==> config.mk <==
export PLATFORM = sky130hd
export DESIGN_NAME = student_dmux_stream
export DESIGN_NICKNAME = d
export VERILOG_FILES = /design/src/rtl/student_dmux_stream.sv
export SDC_FILE = /design/constraint.sdc
export NUM_CORES = 1
export LEC_CHECK = 0
export ABC_AREA = 1
export CORE_UTILIZATION = 48
export CTS_CLUSTER_SIZE = 40
export DETAILED_ROUTE_END_ITERATION = 10
export MAX_ROUTING_LAYER = met4
export PLACE_DENSITY = 0.86
export SETUP_SLACK_MARGIN = 0.2
export SLEW_MARGIN = 10
export SYNTH_ARGS = -nofsm -noshare
export SYNTH_HDL_FRONTEND = slang
export SYNTH_SLANG_ARGS = --single-unit
==> constraint.sdc <==
create_clock -name clk -period 14.5 [get_ports clk]
set_input_delay 2.9 -clock clk [delete_from_list [all_inputs] [get_ports clk]]
set_output_delay 2.9 -clock clk [all_outputs]
set_load 0.05 [all_outputs]
==> src/rtl/student_dmux_stream.sv <==
// Registered N-way stream demultiplexer with per-channel one-entry holding registers.
// Routes each accepted word to one channel (explicit select or round-robin) or to all
// channels (broadcast). Broadcast loads all channels together or none of them.
module student_dmux_stream #(
    parameter int unsigned WIDTH    = 16,
    parameter int unsigned SEL_BITS = 3
) (
    input  logic                              clk,
    input  logic                              reset,
    input  logic [WIDTH-1:0]                  in_data,
    input  logic                              in_valid,
    output logic                              in_ready,
    input  logic [SEL_BITS-1:0]               sel,
    input  logic [1:0]                        mode,
    output logic [(2**SEL_BITS)*WIDTH-1:0]    out_data,
    output logic [2**SEL_BITS-1:0]            out_valid,
    input  logic [2**SEL_BITS-1:0]            out_ready,
    output logic [SEL_BITS-1:0]               rr_ptr
);

    localparam int unsigned NUM_OUT = 2 ** SEL_BITS;

    typedef enum logic [1:0] {
        ModeExplicit  = 2'b00,
        ModeRound     = 2'b01,
        ModeBroadcast = 2'b10,
        ModeAlias     = 2'b11
    } mode_e;

    logic [WIDTH-1:0]    data_q [NUM_OUT];
    logic [WIDTH-1:0]    data_d [NUM_OUT];
    logic [NUM_OUT-1:0]  valid_q, valid_d;
    logic [SEL_BITS-1:0] rr_ptr_q, rr_ptr_d;

    logic [NUM_OUT-1:0]  sel_onehot;
    logic [NUM_OUT-1:0]  rr_onehot;
    logic [NUM_OUT-1:0]  target;
    logic [NUM_OUT-1:0]  free;
    logic [NUM_OUT-1:0]  load;
    logic                accept;

    // Comparator-based one-hot decode of the explicit select and the round-robin pointer.
    always_comb begin
        sel_onehot = '0;
        rr_onehot  = '0;
        for (int k = 0; k < NUM_OUT; k++) begin
            sel_onehot[k] = (sel == SEL_BITS'(k));
            rr_onehot[k]  = (rr_ptr_q == SEL_BITS'(k));
        end
    end

    // Target set, readiness and the per-channel load strobe.
    always_comb begin
        unique case (mode_e'(mode))
            ModeRound:     target = rr_onehot;
            ModeBroadcast: target = '1;
            ModeExplicit,
            ModeAlias:     target = sel_onehot;
            default:       target = sel_onehot;
        endcase
        // A channel is free when empty or being drained this cycle.
        free     = ~valid_q | out_ready;
        // Every targeted channel must be free; untargeted channels never block.
        in_ready = &(free | ~target);
        accept   = in_valid & in_ready;
        load     = target & {NUM_OUT{accept}};
    end

    // Next state: load wins over drain, so a same-cycle drain+load keeps the channel valid.
    always_comb begin
        valid_d  = valid_q;
        rr_ptr_d = rr_ptr_q;
        for (int k = 0; k < NUM_OUT; k++) begin
            data_d[k] = data_q[k];
            if (load[k]) begin
                data_d[k]  = in_data;
                valid_d[k] = 1'b1;
            end else if (out_ready[k]) begin
                valid_d[k] = 1'b0;
            end
        end
        if (accept && (mode == ModeRound)) begin
            rr_ptr_d = rr_ptr_q + SEL_BITS'(1);
        end
    end

    // State registers, cleared immediately by reset.
    always_ff @(posedge clk or posedge reset) begin
        if (reset) begin
            valid_q  <= '0;
            rr_ptr_q <= '0;
            for (int k = 0; k < NUM_OUT; k++) begin
                data_q[k] <= '0;
            end
        end else begin
            valid_q  <= valid_d;
            rr_ptr_q <= rr_ptr_d;
            for (int k = 0; k < NUM_OUT; k++) begin
                data_q[k] <= data_d[k];
            end
        end
    end

    // Flatten the holding registers onto the output bus.
    always_comb begin
        out_data = '0;
        for (int k = 0; k < NUM_OUT; k++) begin
            out_data[k*WIDTH +: WIDTH] = data_q[k];
        end
        out_valid = valid_q;
        rr_ptr    = rr_ptr_q;
    end

endmodule

==> results.json <==
{
  "insertion_delay_ns": 0.41,
  "mappedNetlistArea_um2": 6090,
  "setup.worst_path.end_class": "output pin",
  "cp_cell_sequence": "clkdlybuf4s50_1 -> inv_1 -> ha_1 -> clkinv_2 -> nand2_1 -> nand2_1 -> nor2_1 -> nand2_1 -> nand2_2 -> nand2_1 -> nand2_2 -> nor2_8 -> nand2_4 -> inv_1 -> clkdlybuf4s50_1",
  "dp_hpwl_mm": 11.7,
  "fin_tns_setup_ns": 0,
  "synth.distinct_cells": 24,
  "report.final.setup_viol": 0,
  "total_leakage_power_nw": 4.22,
  "max-slew-margin-rel_pct": 28.4,
  "floorplan.rows": 40,
  "crit_arrival_ns": 5.97,
  "critPathSlowestCell": "sky130_fd_sc_hd__clkdlybuf4s50_1",
  "fin_nets": 875,
  "grt_pass1_wl_mm": 27.9,
  "cts.hold.buffers_added": 0,
  "achievable_frequency_mhz": 113,
  "clock_path_buffers": 2,
  "antenna_cells": 0,
  "grt_max_degree": 93,
  "drt_pass1_iterations": 6,
  "gpl.final_weighted_congestion": 0.852,
  "crit_path_frequent_cell": "sky130_fd_sc_hd__nand2_1",
  "ir_worst_vdd_v": 0.000182,
  "critical_path_maximum_fanout": 18,
  "timing_max_transition_violations_final": 0,
  "layout_common_cells": "sky130_fd_sc_hd__nand2_1, sky130_fd_sc_hd__clkdlybuf4s50_1, sky130_fd_sc_hd__dfrtp_1",
  "layout_cell_share_with_drive_strength_beyond_1_pct": 6.82,
  "worst_slack_ns": 5.63,
  "worst-slew-pin-transition_ns": 1.07,
  "fin_worst_skew_ns": 0.00518,
  "final_period_minus_worst_setup_slack_ns": 8.87,
  "cts_tree": "done",
  "pwr_density_cell_nw_per_um2": 302,
  "min_period_over_period_pct": 61.2,
  "cp_data_required_time_ns": 11.60,
  "clock_sink_count": 139,
  "hold_viol_final": 0,
  "num-fill-cells": 961,
  "floorplan.die.height_um": 115,
  "clockRootBuffer": "sky130_fd_sc_hd__clkbuf_16",
  "postLayoutCoreUtil_pct": 68.4,
  "area.growth.synth_to_final_pct": 37.1,
  "postSynthRegisterBits": 139,
  "postCtsResizedCells": 0,
  "grt_overflow": 0,
  "preCtsSetupSlack_ns": 5.67,
  "cts_setup_buffers": 0,
  "htree_levels": 4,
  "run_status": "finished clean",
  "core_area_um2": 12200,
  "yosys_warnings": 0,
  "max_cap_viols": 0,
  "grtUsageTotal_pct": 29.4,
  "detail_route.wl_per_cell_um": 17.7,
  "timing_worst_setup_path_type": "input pin to output pin",
  "detailroute.via_count": 5500,
  "crit_path_start_kind": "input pin",
  "drt-initial-drc-count": 553,
  "post_synth_inst_count": 695,
  "portBuffers": 171,
  "layout_commonest_cell": "sky130_fd_sc_hd__nand2_1",
  "detail_route.vias_per_cell": 5.40,
  "clkSlewWorstSetupHoldPaths_ns": 0.05,
  "floorplan.initialDensity_pct": 49.9,
  "postSynthNetCount": 732,
  "hold_class": "flip-flop to flip-flop",
  "num_io_pins": 172,
  "antenna_found_initial": 0,
  "yosysSeqAreaShare_pct": 57.1,
  "critPathMaxStageDelay_ns": 0.69,
  "design.die.area_um2": 13100,
  "synth.avg_cell_area_um2": 8.77,
  "die_width_um": 115,
  "route.detailed.drc": 0,
  "routed_wirelength_mm": 18.0,
  "cts-buffers-inserted": 17,
  "grt_pass1_vias": 5166,
  "detail-route-antenna-nets": 0,
  "rsz_0062_raised_after_global_routing": "no"
}
[critical path, delay by kind of cell]
family | cells | cell delay (ns)
buf+inv | 5 | 1.47
simple gates | 9 | 1.14
fa+ha+maj | 1 | 0.45
[per-stage QoR]
step | cell area [um2] | power [mW] | std cells | hold slack, ns
2_1_floorplan | 6090 | 1.59 | 695 | 0.756
3_3_place_gp | 7720 | 2.03 | 987 | 0.464
3_5_place_dp | 7720 | 2.05 | 987 | 0.464
4_1_cts | 8350 | 2.53 | 1018 | 0.480
5_1_grt | 8350 | 2.63 | 1018 | 0.495
6_report | 8350 | 2.52 | 1018 | 0.480
[final cells by class]
class	instances	area, um2	area share [%]
clock inverter	8	165	1.98
sequential	139	3480	41.7
inverter	21	85.1	1.02
tap	168	210	2.52
multi-input combinational	486	2220	26.6
timing repair buffer	173	1730	20.7
clock buffer	23	468	5.60
[Yosys cell counts]
cell,n,share of area (%)
sky130_fd_sc_hd__and2_1,1,0.10
sky130_fd_sc_hd__nand4_2,8,1.6
sky130_fd_sc_hd__nand2_2,10,1.0
sky130_fd_sc_hd__nand2_1,297,18
sky130_fd_sc_hd__inv_1,19,1.2
sky130_fd_sc_hd__dfrtp_1,139,57
sky130_fd_sc_hd__nand4_1,1,0.10
sky130_fd_sc_hd__nor2_2,2,0.21
sky130_fd_sc_hd__clkinv_2,1,0.082
sky130_fd_sc_hd__buf_4,6,0.74
sky130_fd_sc_hd__o21ai_0,9,0.74
sky130_fd_sc_hd__clkbuf_1,1,0.062
sky130_fd_sc_hd__clkbuf_2,10,0.82
sky130_fd_sc_hd__buf_6,11,2.0
sky130_fd_sc_hd__nor2_4,1,0.18
sky130_fd_sc_hd__nand2_4,3,0.55
sky130_fd_sc_hd__buf_1,9,0.55
sky130_fd_sc_hd__ha_1,5,1.0
sky130_fd_sc_hd__nor2_8,2,0.66
sky130_fd_sc_hd__nand3_1,132,11
sky130_fd_sc_hd__inv_2,1,0.062
sky130_fd_sc_hd__buf_2,12,0.99
sky130_fd_sc_hd__nor2_1,14,0.86
sky130_fd_sc_hd__xor2_1,1,0.14
[where the power goes]
group	switching, mW	internal, mW	total [mW]
Sequential	0.128	0.572	0.700
Clock	0.156	0.313	0.468
Combinational	0.947	0.410	1.36
Total	1.23	1.29	2.52
[final timing paths]
path,start,end,slack [ns],depth (start not counted)
max reg2reg,rr_ptr[0],out_data[33],10.95,14
min in group asynchronous,reset,out_data[55],2.90,2
min,out_data[18],out_data[18],0.48,2
max,mode[0],in_ready,5.63,15
max in group asynchronous,reset,out_data[11],10.16,3
min reg2reg,out_data[18],out_data[18],0.48,2
[cells by family after synthesis]
kind of cell	synth area share, %
AO/OA/AOI/OAI	0.739
XOR/XNOR	0.144
adder cells (fa/ha/maj)	1.03
buffers and inverters	6.51
flip-flops	57.1
AND/OR/NAND/NOR	34.5
[registers in the layout (all words and copies together), names as in the netlist]
signal	flops
out_data	128
out_valid	8
rr_ptr	3
[layer usage]
layer  wire length, um  global-route usage (%)  vias up
met3              1530                    6.83       67
met1              7320                    37.3     2616
li1                  -                       -     2490
met2              8440                    44.6      327
met4               744                    14.5        0
met5                 0                       -        -
Note: power is estimated with default switching activity, not from simulation.
